[src/rtl/pal_timing_generator.sv]
// Free-running PAL raster/subcarrier timing source: 312-line progressive frames,
// subcarrier phase, sync/burst/blank windows and pixel coordinates.
module pal_timing_generator #(
  parameter int unsigned LINE_CLOCKS       = 4540,
  parameter int unsigned HSYNC_CLOCKS      = 333,
  parameter int unsigned BURST_START       = 397,
  parameter int unsigned BURST_CLOCKS      = 160,
  parameter int unsigned ACTIVE_START      = 745,
  parameter int unsigned ACTIVE_CLOCKS     = 3680,
  parameter int unsigned FRAME_LINES       = 312,
  parameter int unsigned VSYNC_LINES       = 3,
  parameter int unsigned ACTIVE_LINE_START = 40,
  parameter int unsigned ACTIVE_LINES      = 240
) (
  input  logic        phaseClock,
  input  logic        reset,
  output logic [3:0]  subcarrierPhase,
  output logic        sync,
  output logic        burst,
  output logic        blank,
  output logic        linePhase,
  output logic        active,
  output logic [12:0] hCount,
  output logic [8:0]  vCount,
  output logic        lineStart,
  output logic        frameStart
);

  localparam int unsigned H_W     = 13;
  localparam int unsigned V_W     = 9;
  localparam int unsigned PHASE_W = 4;

  if (!(HSYNC_CLOCKS < BURST_START) ||
      !(BURST_START + BURST_CLOCKS <= ACTIVE_START) ||
      !(ACTIVE_START + ACTIVE_CLOCKS <= LINE_CLOCKS) ||
      !(VSYNC_LINES <= ACTIVE_LINE_START) ||
      !(ACTIVE_LINE_START + ACTIVE_LINES <= FRAME_LINES) ||
      !(LINE_CLOCKS <= 8192) || !(FRAME_LINES <= 512)) begin : g_param_error
    $error("pal_timing_generator: illegal timing parameters");
  end

  logic [H_W-1:0]     hNext;
  logic [V_W-1:0]     vNext;
  logic [PHASE_W-1:0] phaseNext;
  logic               linePhaseNext;
  logic [31:0]        hWide;
  logic [31:0]        vWide;
  logic               vsyncLine;
  logic               syncNext;
  logic               burstNext;
  logic               activeNext;
  logic               lineStartNext;
  logic               frameStartNext;

  // Next-state counters; flags are decoded from these so they line up with the coordinates.
  always_comb begin
    hNext         = hCount + H_W'(1);
    vNext         = vCount;
    phaseNext     = subcarrierPhase + PHASE_W'(1);
    linePhaseNext = linePhase;

    if (32'(hCount) == LINE_CLOCKS - 32'd1) begin
      hNext         = '0;
      linePhaseNext = ~linePhase;
      if (32'(vCount) == FRAME_LINES - 32'd1) begin
        vNext = '0;
      end else begin
        vNext = vCount + V_W'(1);
      end
    end

    hWide     = 32'(hNext);
    vWide     = 32'(vNext);
    vsyncLine = vWide < VSYNC_LINES;

    // Broad pulses on vsync lines: sync held for all but the last HSYNC_CLOCKS of the line.
    if (vsyncLine) begin
      syncNext = hWide < (LINE_CLOCKS - HSYNC_CLOCKS);
    end else begin
      syncNext = hWide < HSYNC_CLOCKS;
    end

    burstNext = !vsyncLine && (hWide >= BURST_START) &&
                (hWide < BURST_START + BURST_CLOCKS);

    activeNext = (hWide >= ACTIVE_START) && (hWide < ACTIVE_START + ACTIVE_CLOCKS) &&
                 (vWide >= ACTIVE_LINE_START) &&
                 (vWide < ACTIVE_LINE_START + ACTIVE_LINES);

    lineStartNext  = (hNext == '0);
    frameStartNext = lineStartNext && (vNext == '0);
  end

  always_ff @(posedge phaseClock) begin
    if (reset) begin
      hCount          <= '0;
      vCount          <= '0;
      subcarrierPhase <= '0;
      linePhase       <= 1'b0;
      sync            <= 1'b1;
      burst           <= 1'b0;
      blank           <= 1'b1;
      active          <= 1'b0;
      lineStart       <= 1'b1;
      frameStart      <= 1'b1;
    end else begin
      hCount          <= hNext;
      vCount          <= vNext;
      subcarrierPhase <= phaseNext;
      linePhase       <= linePhaseNext;
      sync            <= syncNext;
      burst           <= burstNext;
      blank           <= ~activeNext;
      active          <= activeNext;
      lineStart       <= lineStartNext;
      frameStart      <= frameStartNext;
    end
  end

endmodule

[config.mk]
export PLATFORM = sky130hd
export DESIGN_NAME = pal_timing_generator
export DESIGN_NICKNAME = d
export VERILOG_FILES = /design/src/rtl/pal_timing_generator.sv
export SDC_FILE = /design/constraint.sdc
export NUM_CORES = 1
export LEC_CHECK = 0
export ABC_AREA = 1
export CAP_MARGIN = 20
export CORE_MARGIN = 2
export CORE_UTILIZATION = 40
export CTS_CLUSTER_SIZE = 8
export DETAILED_ROUTE_END_ITERATION = 8
export SLEW_MARGIN = 10
export SYNTH_ARGS = -nofsm -noshare
export SYNTH_HDL_FRONTEND = slang
export SYNTH_SLANG_ARGS = --single-unit
export TNS_END_PERCENT = 50
[constraint.sdc]
create_clock -name phaseClock -period 2.3 [get_ports phaseClock]
set_input_delay 0.46 -clock phaseClock [delete_from_list [all_inputs] [get_ports phaseClock]]
set_output_delay 0.46 -clock phaseClock [all_outputs]
set_load 0.05 [all_outputs]
==> After elaboration in Yosys (flattened, before gate mapping) <==
Index checks and enable logic that the tools add are counted.
{ "totals": {"regBits": 33, "latch_bits": 0, "ramBits": 0, "rom_bits": 0, "input_bits": 2, "memories": 0} }
{ "classes": {"n_addsub": 3, "mul": 0, "div": 0, "order_cmp": 9, "eq_ne": 2, "shift": 0, "muxes": 4, "n_bitwise": 2, "n_reduce_logical": 9} }
{ "ops": {"columns": ["operator", "count"], "rows": [
  ["$lt 13x13->1 const B", 2],
  ["$mux 9", 2],
  ["$add 13x1->13 const B", 1],
  ["$eq 13x13->1 const B", 1],
  ["$ge 13x10->1 const B", 1],
  ["$ge 13x9->1 const B", 1],
  ["$logic_not 13->1", 1],
  ["$lt 13x10->1 const B", 1],
  ["$lt 13x9->1 const B", 1],
  ["$mux 13", 1],
  ["$add 9x1->9 const B", 1],
  ["$eq 9x9->1 const B", 1],
  ["$ge 9x6->1 const B", 1],
  ["$logic_not 9->1", 1],
  ["$lt 9x2->1 const B", 1],
  ["$lt 9x9->1 const B", 1],
  ["$logic_and 1x1->1", 6],
  ["$add 4x1->4 const B", 1],
  ["$not 1->1", 2],
  ["$logic_not 1->1", 1],
  ["$mux 1", 1]
]} }

==> Depth between registers and ports, before layout <==
{ "logic_depth": {"depth_word": 7, "ltp_mapped": 15} }

==> Worst setup path before layout <==
Ideal clock, no wire load.
{ "synth_timing": {"kind": "register -> register", "start": "register hCount[1]", "end": "register sync", "t_arrival_ps": 2063, "required_ps": 2180, "slack_ps": 117, "path_stages_with_launch": 13, "period_less_slack_ps": 2183, "path_cell_list": "dfxtp_1 -> ha_1 -> nand2_1 -> nor2_4 -> nand4_1 -> nand2_1 -> nand3_2 -> nor2_2 -> nand2_1 -> nor2_1 -> nor2_1 -> nand2_1 -> nand3_1"} }
{ "synth_between": {"elab_chain_len": 4, "word_cells_on_any_way": 8, "cone_classes": "1 x add/sub; 3 x order compare; 1 x eq/ne; 3 x mux"} }
{ "synth_rtl": {"columns": ["element", "line", "text"], "rows": [
  ["start, declared", "23", "output logic [12:0] hCount,"],
  ["start signal, assigned", "107", "hCount <= hNext;"],
  ["$add 13x1->13 or $eq 13x13->1 (tied branches)", "57, 62", null],
  ["$mux 13 or $mux 9 (tied branches)", "62", "if (32'(hCount) == LINE_CLOCKS - 32'd1) begin"],
  ["$lt 13x9->1 (tied with other cells)", "80", "syncNext = hWide < HSYNC_CLOCKS;"],
  ["$mux 1 *", "77", "if (vsyncLine) begin"],
  ["end signal, assigned", "111", "sync <= syncNext;"],
  ["end, declared", "18", "output logic sync,"]
]} }
Every way passes the cells marked *; elsewhere a longest branch is shown, timed or not.
A chain may end at the register's enable or synchronous reset.

==> Final worst setup path <==
{ "layout_timing": {"start": "register hCount[3]", "end": "output port hCount[3]"} }
No word-level cell between the ends.

==> results.md <==
* Status: completed
* Most flop-heavy register: hCount
* Worst path top cell family by delay: buffers and inverters
* H-tree depth at 2
* Post-DP HPWL at 4730 um
* Diode count at 0
* CP Launch Type: flip-flop
* Final ANT Viol Nets at 0
* Pleak at 1.35 nW
* Final setup viols at 0
* Syn_nets at 379
* Share of layout cells above drive strength 1 at 12.7%
* IO buf count at 34
* Max cap viols at 0
* Arr. time, crit path at 1.62 ns
* RSZ-0062 raised after global routing: no
* Die height at 79.6 um
* Fmax at 0.481 GHz
* Synth Area per Inst at 6.14 um^2
* Post-Route Setup TNS at 0 ns
* Die area at 6340 um^2
* Clock Sinks at 33
* Clock tree buffer depth at 2
* Tcrit/Tclk final at 90.4%
* Crit-path max cell delay at 0.86 ns
* Cell Pwr Density at 422 nW/um^2
* First-pass GRT wire length at 10,000 um
* Post-DR vias/cell at 4.84
* Row count at 27
* Post-synthesis sequential area ratio at 28.9%
* Initial antenna violation count at 0
* Setup crit end kind: output pin
* Peak VDD IR at 0.000230 V
* Clock transition at path regs at 0.07 ns
* Top Ports at 35
* Yosys cell types at 27
* CTS buffer count at 5
* Crit-path slowest cell: clkdlybuf4s50_1
* Yosys Warn Count at 0
* Worst slew pin tran at 0.510 ns
* CTS root buf: clkbuf_8
* Post-Syn Area at 2290 um^2
* Gp weighted congestion at 0.900
* Overflow left after global routing at 0
* Clk_skew at 0.00804 ns
* Worst hold slack at 0.476 ns
* Fin crit period at 2.08 ns
* CP Data Required Time at 1.84 ns
* DRC errors left at 0
* Via count at 2,369
* CP bufs+invs at 1
* Worst min path class: flip-flop to flip-flop
* Gate count of the mapped netlist at 373
* Final Hold Fails at 0
* Drt pass-1 iters at 4
* Fin nets at 422
* Routed WL per cell at 12.3 um
* Top Registers: hCount (13), vCount (9), subcarrierPhase (4)
* Commonest non-fill, non-tap cell in the layout: nand2_1
* Total power at 1.21 mW
* Leading cell types in the layout, fill and taps excluded: nand2_1, nor2_1, inv_1, nand3_1, clkdlybuf4s50_1
* Number of flip-flops under the largest register name at 13
* CORE AREA at 5510 um^2
* Tot GR Track Use at 20.1%
* Worst rel slew slack at 65.9%
* Initial Util at 41.6%
* Largest net degree at the start of global routing at 25
* Routed wire length at 6000 um
* Max-slew violations at 0
* Area growth syn-to-layout at 24.8%
* Crit-path cells: clkdlybuf4s50_1
* Vias in the first global route at 2,172
* #FFs+latches synth at 33
* CP Class: flip-flop to output pin
* Die Wd at 79.6 um
* Initial drt markers at 108
* CTS tree: yes
* CP max FO at 7
* Worst-skew pair later-pin latency at 0.28 ns
==> area by class of cell <==
class	count	area (um^2)
Timing Repair Buffer	41	405
Multi-Input combinational cell	280	1390
Inverter	55	206
Fill cell	583	2650
Sequential cell	33	661
Clock inverter	1	5.00
Clock buffer	7	96.3
Tap cell	72	90.1
==> power breakdown <==
group / total, mW / switching (mW) / internal, mW
combinational: 0.125 / 0.0836 / 0.0414
clock: 0.488 / 0.217 / 0.271
sequential: 0.593 / 0.0102 / 0.583
==> synthesized netlist by cell type, drive strengths merged <==
master	count	area share, %
nand2	112	20
nor3	7	2.0
xnor2	2	0.77
or2	1	0.27
o21ai	8	1.7
clkbuf	3	0.49
nand4	12	3.3
buf	2	0.98
dfxtp	33	29
nand3	42	11
inv	55	9.0
ha	4	2.2
o21bai	1	0.33
a21oi	7	1.7
nor2	80	15
nand3b	1	0.33
xor2	3	1.1
==> per-layer routing <==
layer	vias to the layer above	global-route usage [%]	share of wire (%)
li1	1254	-	-
met1	1065	27.9	49
met2	43	32.1	45
met3	7	3.73	4.7
met4	0	4.83	1.3
met5	-	0	0
==> logic make-up after synthesis <==
kind of cell             after synthesis  share of synthesized area, %
AND/OR/NAND/NOR                      255                          52.8
buffers and inverters                 60                          10.5
flip-flops                            33                          28.9
AO/OA/AOI/OAI                         16                          3.77
XOR/XNOR                               5                          1.91
adder cells (fa/ha/maj)                4                          2.19
==> repair_timing <==
| action | CTS | global route |
|---|---|---|
| hold buffers | 0 | 0 |
| resized for setup | 0 | 1 |
| setup endpoints to repair | 0 | 4 |
| buffers inserted | 0 | 2 |
==> metrics by stage <==
step | setup slack (ns) | instance area [um^2] | instances | utilization (%)
after floorplan | 0.117 | 2290 | 373 | -
after global placement | 0.122 | 2740 | 479 | 49.7
after detailed placement | 0.0884 | 2740 | 479 | 49.7
after CTS | 0.0735 | 2840 | 487 | 51.5
after global routing | 0.0312 | 2860 | 489 | 51.9
final | 0.222 | 2860 | 489 | 51.9
==> worst paths after layout <==
path,start,endpoint,slack (ns),cells after the start
setup / recovery,hCount[3]$_SDFF_PP0_,hCount[3],0.22,1
hold / removal,subcarrierPhase[0]$_SDFF_PP0_,subcarrierPhase[0]$_SDFF_PP0_,0.48,1
setup reg to reg,hCount[0]$_SDFF_PP0_,burst$_SDFF_PP0_,0.23,12
hold reg to reg,subcarrierPhase[0]$_SDFF_PP0_,subcarrierPhase[0]$_SDFF_PP0_,0.48,1
No activity file was read; power rests on OpenSTA's default activity.
